## config.mk

```make
export PLATFORM = sky130hd
export DESIGN_NAME = alu_pipe
export DESIGN_NICKNAME = d
export VERILOG_FILES = /design/src/rtl/alu_pipe_pkg.sv /design/src/rtl/alu_pipe_core.sv /design/src/rtl/alu_pipe.sv
export SDC_FILE = /design/constraint.sdc
export NUM_CORES = 1
export LEC_CHECK = 0
export BUFFER_PORTS_ARGS = -buffer_cell sky130_fd_sc_hd__clkbuf_2
export CAP_MARGIN = 20
export CORE_UTILIZATION = 63
export CTS_CLUSTER_DIAMETER = 200
export DETAILED_ROUTE_END_ITERATION = 7
export GPL_TIMING_DRIVEN = 0
export PLACE_DENSITY = 0.89
export SLEW_MARGIN = 0
export SYNTH_ARGS = -nofsm -noshare
export SYNTH_HDL_FRONTEND = slang
export SYNTH_HIERARCHICAL = 1
export SYNTH_SLANG_ARGS = --single-unit
```

## constraint.sdc

```tcl
create_clock -name clk -period 7.3 [get_ports clk]
set_input_delay 0.365 -clock clk [delete_from_list [all_inputs] [get_ports clk]]
set_output_delay 0.365 -clock clk [all_outputs]
set_load 0.01 [all_outputs]
```

## src/rtl/alu_pipe_pkg.sv

```systemverilog
// Shared definitions for the pipelined signed ALU.
//   mode_e : operation select encoding carried through the pipeline
//   IW_EXT : guard bits added to WIDTH so every operation is exact internally
package alu_pipe_pkg;

  typedef enum logic [1:0] {
    MODE_SHIFT_ADD = 2'b00,
    MODE_ADD_MUL   = 2'b01,
    MODE_NEG       = 2'b10,
    MODE_ABS       = 2'b11
  } mode_e;

  localparam int IW_EXT = 3;

endpackage

```

## src/rtl/alu_pipe_core.sv

```systemverilog
// Combinational ALU core: computes one of four signed operations exactly at
// WIDTH+IW_EXT bits, flags results outside the WIDTH signed range and formats
// them by clamping (SATURATE=1) or truncating (SATURATE=0).
// Ports:
//   a_i, b_i  : signed WIDTH-bit operands
//   mode_i    : operation select
//   result_o  : formatted signed WIDTH-bit result
//   ovf_o     : exact result did not fit in WIDTH signed bits
module alu_pipe_core
  import alu_pipe_pkg::*;
#(
  parameter int WIDTH    = 6,
  parameter int SATURATE = 1
) (
  input  logic signed [WIDTH-1:0] a_i,
  input  logic signed [WIDTH-1:0] b_i,
  input  mode_e                   mode_i,
  output logic signed [WIDTH-1:0] result_o,
  output logic                    ovf_o
);

  localparam int IW = WIDTH + IW_EXT;

  // Range limits of a WIDTH-bit signed value, expressed at IW bits.
  localparam logic signed [IW-1:0] MAXV = {{(IW_EXT+1){1'b0}}, {(WIDTH-1){1'b1}}};
  localparam logic signed [IW-1:0] MINV = {{(IW_EXT+1){1'b1}}, {(WIDTH-1){1'b0}}};

  logic signed [IW-1:0] a_x;
  logic signed [IW-1:0] b_x;
  logic signed [IW-1:0] diff;
  logic signed [IW-1:0] raw;

  function automatic logic signed [WIDTH-1:0] fmt_result(
    input logic signed [IW-1:0] v,
    input logic                 ovf
  );
    if ((SATURATE != 0) && ovf) begin
      fmt_result = v[IW-1] ? MINV[WIDTH-1:0] : MAXV[WIDTH-1:0];
    end else begin
      fmt_result = v[WIDTH-1:0];
    end
  endfunction

  assign a_x = signed'({{IW_EXT{a_i[WIDTH-1]}}, a_i});
  assign b_x = signed'({{IW_EXT{b_i[WIDTH-1]}}, b_i});

  always_comb begin
    raw  = '0;
    diff = (a_x <<< 1) - b_x;
    case (mode_i)
      MODE_SHIFT_ADD: raw = (a_x <<< 2) + (b_x >>> 1);
      MODE_ADD_MUL:   raw = a_x + (b_x <<< 1) + b_x;
      MODE_NEG:       raw = -b_x;
      MODE_ABS:       raw = diff[IW-1] ? -diff : diff;
      default:        raw = '0;
    endcase
  end

  assign ovf_o    = (raw > MAXV) || (raw < MINV);
  assign result_o = fmt_result(raw, ovf_o);

endmodule

```

## src/rtl/alu_pipe.sv

```systemverilog
// Two-stage valid/ready pipelined signed ALU with overflow reporting and a
// saturating overflow event counter.
// Ports:
//   clk, rst_n          : clock (rising edge), asynchronous active-low reset
//   in_valid/in_ready   : operand handshake; in_a, in_b, in_mode operand beat
//   out_valid/out_ready : result handshake; out_result, out_ovf result beat
//   ovf_count           : overflowed results delivered, saturating at all-ones
//   ovf_clear           : synchronous clear of ovf_count (wins over increment)
module alu_pipe
  import alu_pipe_pkg::*;
#(
  parameter int WIDTH    = 6,
  parameter int SATURATE = 1,
  parameter int CNT_W    = 8
) (
  input  logic                    clk,
  input  logic                    rst_n,
  input  logic                    in_valid,
  output logic                    in_ready,
  input  logic signed [WIDTH-1:0] in_a,
  input  logic signed [WIDTH-1:0] in_b,
  input  logic [1:0]              in_mode,
  output logic                    out_valid,
  input  logic                    out_ready,
  output logic signed [WIDTH-1:0] out_result,
  output logic                    out_ovf,
  output logic [CNT_W-1:0]        ovf_count,
  input  logic                    ovf_clear
);

  logic                    en1, en2;
  logic                    s1_vld_q, s1_vld_d;
  logic signed [WIDTH-1:0] s1_a_q, s1_a_d;
  logic signed [WIDTH-1:0] s1_b_q, s1_b_d;
  mode_e                   s1_mode_q, s1_mode_d;
  logic                    s2_vld_q, s2_vld_d;
  logic signed [WIDTH-1:0] s2_res_q, s2_res_d;
  logic                    s2_ovf_q, s2_ovf_d;
  logic [CNT_W-1:0]        cnt_q, cnt_d;
  logic signed [WIDTH-1:0] core_res;
  logic                    core_ovf;

  // A stage may load when it is empty or when the stage after it moves on.
  assign en2      = !s2_vld_q || out_ready;
  assign en1      = !s1_vld_q || en2;
  assign in_ready = en1;

  // ---- stage 1 -> core -> stage 2 boundary ----
  alu_pipe_core #(
    .WIDTH   (WIDTH),
    .SATURATE(SATURATE)
  ) u_core (
    .a_i     (s1_a_q),
    .b_i     (s1_b_q),
    .mode_i  (s1_mode_q),
    .result_o(core_res),
    .ovf_o   (core_ovf)
  );

  always_comb begin
    s1_vld_d  = s1_vld_q;
    s1_a_d    = s1_a_q;
    s1_b_d    = s1_b_q;
    s1_mode_d = s1_mode_q;
    s2_vld_d  = s2_vld_q;
    s2_res_d  = s2_res_q;
    s2_ovf_d  = s2_ovf_q;
    cnt_d     = cnt_q;
    if (en1) begin
      s1_vld_d  = in_valid && en1;
      s1_a_d    = in_a;
      s1_b_d    = in_b;
      s1_mode_d = mode_e'(in_mode);
    end
    // An empty s1 propagates as a bubble into s2.
    if (en2) begin
      s2_vld_d = s1_vld_q;
      s2_res_d = core_res;
      s2_ovf_d = core_ovf;
    end
    if (ovf_clear) begin
      cnt_d = '0;
    end else if (s2_vld_q && out_ready && s2_ovf_q && (cnt_q != '1)) begin
      cnt_d = cnt_q + CNT_W'(1);
    end
  end

  // ---- pipeline registers ----
  always_ff @(posedge clk or negedge rst_n) begin
    if (!rst_n) begin
      s1_vld_q  <= 1'b0;
      s1_a_q    <= '0;
      s1_b_q    <= '0;
      s1_mode_q <= MODE_SHIFT_ADD;
      s2_vld_q  <= 1'b0;
      s2_res_q  <= '0;
      s2_ovf_q  <= 1'b0;
      cnt_q     <= '0;
    end else begin
      s1_vld_q  <= s1_vld_d;
      s1_a_q    <= s1_a_d;
      s1_b_q    <= s1_b_d;
      s1_mode_q <= s1_mode_d;
      s2_vld_q  <= s2_vld_d;
      s2_res_q  <= s2_res_d;
      s2_ovf_q  <= s2_ovf_d;
      cnt_q     <= cnt_d;
    end
  end

  assign out_valid  = s2_vld_q;
  assign out_result = s2_res_q;
  assign out_ovf    = s2_ovf_q;
  assign ovf_count  = cnt_q;

endmodule

```

==> out/results.txt <==
Post-CTS Setup Bufs: 0
Global-route wire length before repair: 10430 µm
Final worst path period need: 3.863 ns
Synth top cells by count: 31 x dfrtp_1, 23 x ha_1, 22 x nor2_1
DIE AREA: 4744 µm²
Core ar.: 4144 µm²
Simple-gate share of the synthesized area: 0.1439
Pin count of the biggest net entering global routing: 32
Detailed Routing Iterations Pass 1: 5
Root Buffer: clkbuf_8
EDFF count, synth: 0
Worst clock skew: 0.004311 ns
Worst Path Max Fanout: 8
Vias per cell: 6.484
Hold_ws: 0.1506 ns
HPWL after DPL: 5002 µm
Largest family of logic cells by synthesized area: compound AO/OA/AOI/OAI gates
Vias in the first global route: 2236
Final Max Tran Viols: 0
Number of top-level pins: 36
Site Rows: 23
Worst Tran Pin Value: 0.7652 ns
CP top delay family: compound AO/OA/AOI/OAI gates
Cts bufs inserted: 5
# nets final: 373
Worst Setup Start Kind: register
Worst EP required: 7.46 ns
Avg WL per Cell: 17.75 µm
Antenna Diode Count: 0
Antenna violations before repair: 0
Buffers on Ports: 34
TritonCTS clock tree: yes
Run status: finished, final reports clean
CP Buf/Inv Count: 0
Critical path endpoint category: register
Setup violators final: 0
Cell area power density: 247.8 nW/µm²
Met2 Use GR: 0.4939
Yosys warnings: 6
Area leader, netlist: dfrtp_1
Initial core utilization: 0.6800
Hold-fix buffers at CTS: 0
Post-Syn Area: 2818 µm²
Grt total ovfl: 0
DRC: 0
Max Clk Rate: 258.8 MHz
Die span in y: 68.88 µm
WL final: 6638 µm
Max-cap violation count: 0
Crit-path slowest cell: o41ai_1
Most frequent cell after synthesis: dfrtp_1
Area Overhead vs Synth: 11.15%
Via count: 2425
P_leak: 1.385 nW
Post-Syn Nets: 332
Clk_lat worst skew: 0.27 ns
Number of DRC markers in iteration 0: 175
Max incr delay on CP: 0.59 ns
# resized after CTS: 0
Sinks on Clock Net: 31
Ys flop type: dfrtp_1
Peak supply drop: 188.3 µV
Kind of critical path: register to register
Synth top area share: 0.2753
Post-synth cell types: 62
Adder-cell share of the synthesized area: 0.1590
Cells after Synth: 282
CTS Buffer Depth: 2
GRT Total Usage: 0.3048
GPL Wtd Cong: 0.9090
Slew HR: 0.4899
Synth Area in Compound Gates: 0.2163
XOR/XNOR share of the synthesized area: 0.05284
Hold Path Class: primary input to async pin
Part of the cycle the worst path needs: 0.5292
Fin. Hold Viols: 0
Met1 Use GR: 0.4095
Share of layout cells above drive strength 1: 0.2654
Die Wd: 68.88 µm
Fill cells: 277
H-tree depth: 2
Grt peak-use layer: met2
Post-route ant nets: 0
Setup_tns: 0 ns
Crit path DAT: 4.02 ns
Clk slew on worst S/H paths: 0.06 ns
Top cells by area, synth: dfrtp_1 28%, ha_1 10%, mux2_2 8.4%, fa_1 5.7%, xnor2_1 3.1%
Post-synthesis mux area share: 0.1132
Crit-path cells: fa_1 > ha_1 > a211o_1 > a211oi_1 > nor2_1 > o41ai_1 > a211oi_2 > a32oi_2 > and4b_1 > a21oi_1 > mux2_2
Syn Area/Cell: 9.992 µm²
RSZ-0062 raised after global routing: no
Number of synthesized register bits: 31
Asr flop ratio synth: 1.000
Sequential area share after synthesis: 0.2753
GR Layer Usage met3: 0.05428
[routing by layer]
layer | up-vias | part of all wire
met4 | 0 | 0.022
met5 | - | 0
li1 | 1134 | -
met2 | 117 | 0.47
met3 | 18 | 0.071
met1 | 1156 | 0.43
[worst register-to-register path: stages (launching register included)]
cell      delay, ns
dfrtp_1        0.53
fa_1           0.53
ha_1           0.34
a211o_1        0.30
a211oi_1       0.31
nor2_1         0.12
o41ai_1        0.59
a211oi_2       0.08
a32oi_2        0.33
and4b_1        0.25
a21oi_1        0.06
mux2_2         0.31
[stage by stage]
step	worst slack, ns	total power [mW]	area, µm²	cells	util
floorplan	4.106	0.5405	2818	282	-
global placement	3.647	0.6277	3050	366	0.7361
detailed placement	3.577	0.6413	3050	366	0.7361
CTS	3.532	0.7742	3132	374	0.7557
global route	3.330	0.8268	3132	374	0.7557
finish	3.437	0.7760	3132	374	0.7557
[sequential cells by signal, indices dropped and copies added (netlist names)]
name,count
out_valid,1
s1_a_q,6
out_result,6
s1_b_q,6
out_ovf,1
ovf_count,8
s1_vld_q,1
s1_mode_q,2
[kinds of logic (layout without fill, tap and decap cells)]
logic type / after synthesis / in the layout
DFF: 31 / 31
adders and majority gates: 31 / 31
muxes: 28 / 28
xor gates and xnor gates: 17 / 17
and+or+nand+nor: 72 / 72
buffers and inverters: 23 / 65
AOI/OAI and AO/OA: 80 / 80
[path summary, 6_finish.rpt]
kind	start	endpoint	slack, ns	cells after the start
hold reg to reg	s1_vld_q	out_valid	0.49	1
max in group asynchronous	rst_n	s1_a_q[3]	6.66	1
setup reg to reg	s1_b_q[2]	out_ovf	3.44	11
setup / recovery	s1_b_q[2]	out_ovf	3.44	11
hold / removal	rst_n	out_result[3]	0.15	1
min in group clk	in_valid	s1_vld_q	0.31	2
[placed cells by master, fill, tap and decap left out, types with 6 or more instances in the layout]
cell	instances
xor2_1	7
o21ai_0	14
clkbuf_2	34
clkbuf_8	7
fa_1	8
mux2_2	21
mux2i_1	6
a21oi_1	16
ha_1	23
xnor2_1	10
dfrtp_1	31
nor3_1	11
nand2_1	10
inv_1	15
nor2_1	22
o21ai_1	6
a211oi_1	7
[final cells by class]
type	instances	area [µm²]	area share
inverters	16	60.06	0.01918
plain buffers	7	51.30	0.01638
well taps	50	62.56	0.01998
clock inverters	1	5.005	0.001598
repair buffers	34	170.2	0.05433
clock buffers	7	76.32	0.02437
flip-flops and latches	31	775.7	0.2477
multi-input cells	228	1931	0.6165
[report_power, final]
| part | switching, mW | internal, mW |
|---|---|---|
| Combinational | 0.234 | 0.184 |
| Clock | 0.0587 | 0.0667 |
| Sequential | 0.0336 | 0.200 |
| Total | 0.326 | 0.450 |
(Power assumes the default switching activity.)
